File: config.mk
export PLATFORM = sky130hd
export DESIGN_NAME = serial_ram_reader_flat
export DESIGN_NICKNAME = d
export VERILOG_FILES = /design/src/rtl/serial_ram_reader_if.sv /design/src/rtl/serial_ram_reader.sv /design/src/flat_wrapper.sv
export SDC_FILE = /design/constraint.sdc
export NUM_CORES = 1
export LEC_CHECK = 0
export CAP_MARGIN = 5
export CORE_MARGIN = 5
export CORE_UTILIZATION = 33
export DETAILED_ROUTE_END_ITERATION = 12
export GPL_TIMING_DRIVEN = 0
export MAX_ROUTING_LAYER = met4
export SLEW_MARGIN = 20
export SYNTH_ARGS = -nofsm -noshare
export SYNTH_HDL_FRONTEND = slang
export SYNTH_SLANG_ARGS = --single-unit
File: constraint.sdc
create_clock -name clk -period 2.4 [get_ports clk]
set_clock_uncertainty 0.1 [all_clocks]
set_input_delay 0.6 -clock clk [delete_from_list [all_inputs] [get_ports clk]]
set_output_delay 0.6 -clock clk [all_outputs]
set_load 0.05 [all_outputs]
File: src/rtl/serial_ram_reader_if.sv
// Request/response port of the serial RAM read master.
// Master issues addresses and consumes read words; slave is the reader.
interface serial_ram_reader_if #(
    parameter int ADDR_BITS = 16,
    parameter int DATA_BITS = 16
);
    logic                 req_valid;
    logic                 req_ready;
    logic [ADDR_BITS-1:0] req_addr;
    logic                 rsp_valid;
    logic [DATA_BITS-1:0] rsp_data;

    modport master (
        output req_valid,
        output req_addr,
        input  req_ready,
        input  rsp_valid,
        input  rsp_data
    );

    modport slave (
        input  req_valid,
        input  req_addr,
        output req_ready,
        output rsp_valid,
        output rsp_data
    );
endinterface

File: src/rtl/serial_ram_reader.sv
// Pin-serial RAM read master: shifts addresses out in fixed frames and
// reassembles the returning data stream into one-cycle response pulses.
module serial_ram_reader #(
    parameter int ADDR_PINS   = 4,
    parameter int DATA_PINS   = 4,
    parameter int LOG2_CYCLES = 2,
    parameter int LATENCY     = 6
) (
    input  logic                 clk,
    input  logic                 reset,
    serial_ram_reader_if.slave   bus,
    output logic [ADDR_PINS-1:0] addr_out,
    input  logic [DATA_PINS-1:0] data_in
);
    localparam int CYCLES    = 1 << LOG2_CYCLES;
    localparam int ADDR_BITS = ADDR_PINS * CYCLES;
    localparam int DATA_BITS = DATA_PINS * CYCLES;
    localparam int DEPTH     = LATENCY + CYCLES;
    localparam logic [LOG2_CYCLES-1:0] PH_LAST = '1;

    logic [LOG2_CYCLES-1:0]             phase;
    logic                               last_phase;
    logic                               pending;
    logic [ADDR_BITS-1:0]               pend_addr;
    logic                               fire;
    logic                               launch;
    logic [ADDR_BITS-1:0]               launch_addr;
    logic [CYCLES-1:0][ADDR_PINS-1:0]   frame_addr;
    logic [DEPTH-1:0]                   tag;
    logic [DATA_BITS-1:0]               acc;
    logic [DATA_BITS-1:0]               rsp_data_q;
    logic                               rsp_valid_q;

    assign last_phase    = (phase == PH_LAST);
    assign bus.req_ready = !pending && !reset;
    assign fire          = bus.req_valid && bus.req_ready;

    // Pending address wins the slot; otherwise a same-cycle request bypasses.
    always_comb begin
        launch      = 1'b0;
        launch_addr = '0;
        if (last_phase) begin
            unique case (1'b1)
                pending: begin
                    launch      = 1'b1;
                    launch_addr = pend_addr;
                end
                fire: begin
                    launch      = 1'b1;
                    launch_addr = bus.req_addr;
                end
                default: ;
            endcase
        end
    end

    always_ff @(posedge clk) begin
        if (reset) begin
            phase       <= '0;
            pending     <= 1'b0;
            pend_addr   <= '0;
            frame_addr  <= '0;
            tag         <= '0;
            acc         <= '0;
            rsp_data_q  <= '0;
            rsp_valid_q <= 1'b0;
        end else begin
            phase <= phase + LOG2_CYCLES'(1);
            if (last_phase) begin
                frame_addr <= launch_addr;
            end
            if (last_phase && pending) begin
                pending <= 1'b0;
            end else if (fire && !last_phase) begin
                pending   <= 1'b1;
                pend_addr <= bus.req_addr;
            end
            // tag[d] marks cycle T0+d of a frame carrying a real read
            tag <= {tag[DEPTH-2:0], launch};
            acc <= {data_in, acc[DATA_BITS-1:DATA_PINS]};
            if (tag[DEPTH-1]) begin
                rsp_data_q <= {data_in, acc[DATA_BITS-1:DATA_PINS]};
            end
            rsp_valid_q <= tag[DEPTH-1];
        end
    end

    assign addr_out      = reset ? '0 : frame_addr[phase];
    assign bus.rsp_valid = rsp_valid_q && !reset;
    assign bus.rsp_data  = reset ? '0 : rsp_data_q;
endmodule

File: src/flat_wrapper.sv
// flat-port wrapper written by rule: the top's interface ports become plain ports
module serial_ram_reader_flat 
#(
    parameter int ADDR_PINS   = 4,
    parameter int DATA_PINS   = 4,
    parameter int LOG2_CYCLES = 2,
    parameter int LATENCY     = 6
)
  (clk, reset, addr_out, data_in, bus_req_valid, bus_req_addr, bus_req_ready, bus_rsp_valid, bus_rsp_data);
  serial_ram_reader_if #(.ADDR_BITS(16), .DATA_BITS(16)) bus_i ();
  input  logic clk;
  input  logic reset;
  output logic [ADDR_PINS-1:0] addr_out;
  input  logic [DATA_PINS-1:0] data_in;
  input wire logic [$bits(bus_i.req_valid)-1:0] bus_req_valid;
  input wire logic [$bits(bus_i.req_addr)-1:0] bus_req_addr;
  output wire logic [$bits(bus_i.req_ready)-1:0] bus_req_ready;
  output wire logic [$bits(bus_i.rsp_valid)-1:0] bus_rsp_valid;
  output wire logic [$bits(bus_i.rsp_data)-1:0] bus_rsp_data;
  assign bus_i.req_valid = bus_req_valid;
  assign bus_i.req_addr = bus_req_addr;
  assign bus_req_ready = bus_i.req_ready;
  assign bus_rsp_valid = bus_i.rsp_valid;
  assign bus_rsp_data = bus_i.rsp_data;
  serial_ram_reader #(.ADDR_PINS(ADDR_PINS), .DATA_PINS(DATA_PINS), .LOG2_CYCLES(LOG2_CYCLES), .LATENCY(LATENCY)) u_core (.clk(clk), .reset(reset), .bus(bus_i), .addr_out(addr_out), .data_in(data_in));
endmodule
# Word level (Yosys, flattened, before mapping)
# Index checks and enable logic that the tools add are counted.
[classes]
add_sub_neg = 1
eq_ne = 1
bitwise_logic = 2
muxes = 6
n_reduce_logical = 12
n_lt_le_gt_ge = 1
[op_table]
columns = ["operator", "n"]
rows = [
  ["$pmux W16 S2", 1],
  ["$mux W16", 1],
  ["$bmux W4 S2", 1],
  ["$mux W4", 2],
  ["$reduce_or A2 Y1", 3],
  ["$logic_and A1 B1 Y1", 5],
  ["$logic_not A1 Y1", 3],
  ["$lt A2 B3 Y1 const B", 1],
  ["$add A2 B1 Y2 const B", 1],
  ["$eq A2 B2 Y1 const B", 1],
  ["$not A1 Y1", 2],
  ["$reduce_and A2 Y1", 1],
  ["$mux W1", 1],
]
[totals]
regBits = 78
output_inout_bits = 22
inputBits = 23

# Depth between registers and ports, before layout
[logic_depth]
word_depth = 5
ltp_mapped = 5
depth_no_buf = 3

# Worst setup path before layout
# Ideal clock, no wire load.
[synth_timing]
path_kind = "input to output"
start = "input port reset"
end = "output port addr_out[3]"
stages = 3
slack_ns = -0.004
t_required_ns = 1.700
t_arrival_ns = 1.704
cell_sequence = "clkbuf_1 clkbuf_1 nor2b_1"
[synth_via]
elab_chain_cells = 1
[synth_rtl]
columns = ["element", "line_no", "text"]
rows = [
  ["start, declared", "flat_wrapper.sv:12", "input logic reset;"],
  ["$mux W4", "serial_ram_reader.sv:88", "assign addr_out = reset ? '0 : frame_addr[phase];"],
  ["end, declared", "flat_wrapper.sv:13", "output logic [ADDR_PINS-1:0] addr_out;"],
]
# No other way between the ends.

# Worst setup path after layout
[layout_timing]
start = "input port reset"
end = "output port bus_rsp_data[11]"
[layout_via]
elab_chain_cells = 1
[layout_rtl]
columns = ["element", "line_no", "text"]
rows = [
  ["$mux W16", "serial_ram_reader.sv:90", "assign bus.rsp_data = reset ? '0 : rsp_data_q;"],
  ["end, declared", "flat_wrapper.sv:19", "output wire logic [$bits(bus_i.rsp_data)-1:0] bus_rsp_data;"],
]
# No other way between the ends.

==> results.toml <==
[pwr]
p_leak_nw = 1.42
seqPwrFrac_pct = 50.9
cellInternalPower_mw = 1.91
powerDensity_nw_per_um2 = 691
power_frac_comb_pct = 9.9
p_clk_share_pct = 39.2
switchingPower_uw = 651
ir_worst_vdd_v = 0.000358
swShare_pct = 25.5

[sta]
period_share_pct = 98.6
timing.fmax_mhz = 423
min_period_ns = 2.37
tns_ns = 0
finalMaxSlewViolations = 0
rsz0062_at_grt = "yes"
slew_headroom_pct = 53.5
finalWorstSetupSlack_ns = 0.0347
finalHoldViolCount = 0
worstMarginPinSlew_ns = 0.688
setup_viol = 0

[logic_synthesis]
synth_common_cells = "74 x dfxtp_1, 60 x nor2b_1, 32 x nor2_1, 16 x mux2i_1, 15 x clkbuf_1"
synth_edf_count = 0
yosysWarnings = 0
synth_top_flop_cell = "dfxtp_1"
synth.cell_area_um2 = 2910
synthTopCellsByArea = "dfxtp_1 51%, nor2b_1 13%, mux2i_1 5.5%"
synthArstFlopShare_pct = 0
synth.most_common_cell = "dfxtp_1"
avgSynthCellArea_um2 = 10.7
syn_inst = 273
mappedNetlistNets = 297
yosys.area.top_type = "dfxtp_1"
synth_seq_cells = 74
seq_area_frac_synth_pct = 50.9
synth_top_area_share_pct = 50.9
synth_cell_types = 21

[worst_setup_path]
criticalPathCategory = "in -> out"
crit_slowest_cell = "clkdlybuf4s15_2"
cp-startpoint = "reset"
start_kind = "input pin"
worst_ep_required_time_ns = 1.70
r2r-start = "u_core.phase[1]"
critical_path_buf_inv_count = 4
cp_top_family = "buffers and inverters"
slowest_delay_ns = 0.25
ff2ff_setup_slack_ns = 0.25
cp_data_arrival_time_ns = 1.67
cp-end-kind = "output port"
cp_max_fo = 10
worstRegToRegCells = 5
timing.rr.end = "u_core.frame_addr[9]"
crit_chain = "clkdlybuf4s15_2, clkbuf_8, clkbuf_4, nor2b_1, buf_6"

[clocking]
clock_latency_ns = 0.34
cts.sinks = 74
clock_path_buffers = 2
clk_pin_slew_worst_paths_ns = 0.08
cts_htree_levels = 3
cts-root-buf = "clkbuf_8"
cts_tree = "yes"
cts_inserted_buffers = 9
ctsHoldBuffers = 0

[global_route]
antenna_found_initial = 0
gr-usage-all-layers_pct = 11.9
gr-total-overflow = 0
grt_start_max_net_pins = 16
grt_pass1_wl_um = 10200
grt_pass1_vias = 2083

[floorplanning]
die_h_um = 104
fp.coreArea_um2 = 8640
dieArea_um2 = 10800
num_rows = 34
dieWidth_um = 104
initial_utilization_pct = 33.7
pin_count = 45

[detailed_routing]
vias = 2088
drtPass1Iterations = 4
vias_per_cell = 4.73
drc = 0
wl_per_cell_um = 14.1
detail-route-antenna-nets = 0
wl_um = 6230
first_iter_violations = 81

[finish]
num_antenna_cells = 0
layout-drive-gt1-share_pct = 22.5
nets = 352
fill_cells = 865
multiInputGateArea_um2 = 1340
seqCellArea_um2 = 1480
syn2layout_area_growth_pct = 27.1

[placed_design]
dpl.hpwl_um = 4340
port_buffers = 44
gp_congestion = 0.754
pre_cts_slack_ns = -1.32

[min_path]
min_delay_path_depth = 1
hold_path.class = "reg -> reg"
whs_endpoint = "u_core.tag[7]"
min_from = "u_core.tag[6]"

[job]
max_cap_viol_count = 0

[status]
status = "finished clean"
-- cells in the final DEF (no fill, tap or decap), drive strengths merged, types with 2 or more instances in the layout --
master | netlist | final
a221o | 4 | 4
a311oi | 12 | 12
and4b | 4 | 4
buf | 7 | 26
clkbuf | 15 | 27
clkdlybuf4s50 | 0 | 21
clkinvlp | 0 | 2
dfxtp | 74 | 74
inv | 0 | 4
mux2 | 16 | 16
mux2i | 16 | 16
mux4 | 4 | 4
nand2 | 12 | 12
nand3b | 12 | 12
nor2 | 32 | 32
nor2b | 60 | 60
-- repair_timing --
item                                    in CTS  in global routing
resized for setup                          145                 11
cloned                                       0                  0
buffers inserted                             0                  0
endpoints found under the setup margin      22                 10
-- area by class of cell --
cell class                      instances  share of cell area, %
Clock buffer                            9                   3.35
Clock inverter                          7                   2.23
Tap cell                              108                   3.65
Buffer                                 22                   3.93
Sequential cell                        74                   40.1
Timing Repair Buffer                   44                   10.5
Multi-Input combinational cell        177                   36.3
-- sequential cells by signal, indices dropped and copies added (netlist names) --
name                flops
u_core.pend_addr       16
u_core.rsp_data_q      16
u_core.rsp_valid_q      1
u_core.tag             10
u_core.pending          1
u_core.acc             12
u_core.frame_addr      16
u_core.phase            2
-- how the worst max path moves through the flow --
stage                       end  slack, ns  depth (start not counted)
4_1_cts             addr_out[3]      0.002                          4
5_1_grt             addr_out[1]      -0.02                          4
3_5_place_dp        addr_out[1]      -1.32                          5
6_report       bus_rsp_data[11]       0.03                          5
2_1_floorplan       addr_out[3]     -0.004                          3
3_3_place_gp   bus_rsp_data[11]      -1.34                          5
-- through the flow --
step	util (%)	instance area, um2	hold WS, ns	power, mW	instances
2_1_floorplan	-	2910	0.314	1.48	273
3_3_place_gp	40.4	3480	0.321	1.57	425
3_5_place_dp	40.4	3480	0.326	1.57	425
5_1_grt	42.8	3700	0.355	2.66	441
4_1_cts	42.4	3660	0.339	2.58	441
6_report	42.8	3700	0.343	2.56	441
-- metal layers --
| metal | up-vias | wire length (um) | GRT usage, % |
|---|---|---|---|
| met1 | 978 | 2880 | 14.6 |
| met4 | 0 | 82 | 4.07 |
| met5 | - | 0 | - |
| met2 | 57 | 2940 | 18.4 |
| met3 | 10 | 327 | 3.85 |
| li1 | 1043 | - | - |
-- power groups by stage --
stage	sequential, mW	clock [mW]	combinational, mW
after floorplan	1.32	0	0.157
after global placement	1.33	0	0.241
after detailed placement	1.33	0	0.245
after CTS	1.30	1.03	0.253
after global routing	1.31	1.07	0.276
final	1.30	1.00	0.253
-- cells by family (layout without fill, tap and decap cells) --
group | after synthesis | count (layout) | share of synthesized area, %
and+or+nand+nor | 124 | 124 | 24.2
DFF | 74 | 74 | 50.9
adders and majority gates | 1 | 1 | 0.430
buffers and inverters | 22 | 82 | 3.40
muxes | 36 | 36 | 16.1
AOI/OAI and AO/OA | 16 | 16 | 4.99
No activity file was read; power rests on OpenSTA's default activity.
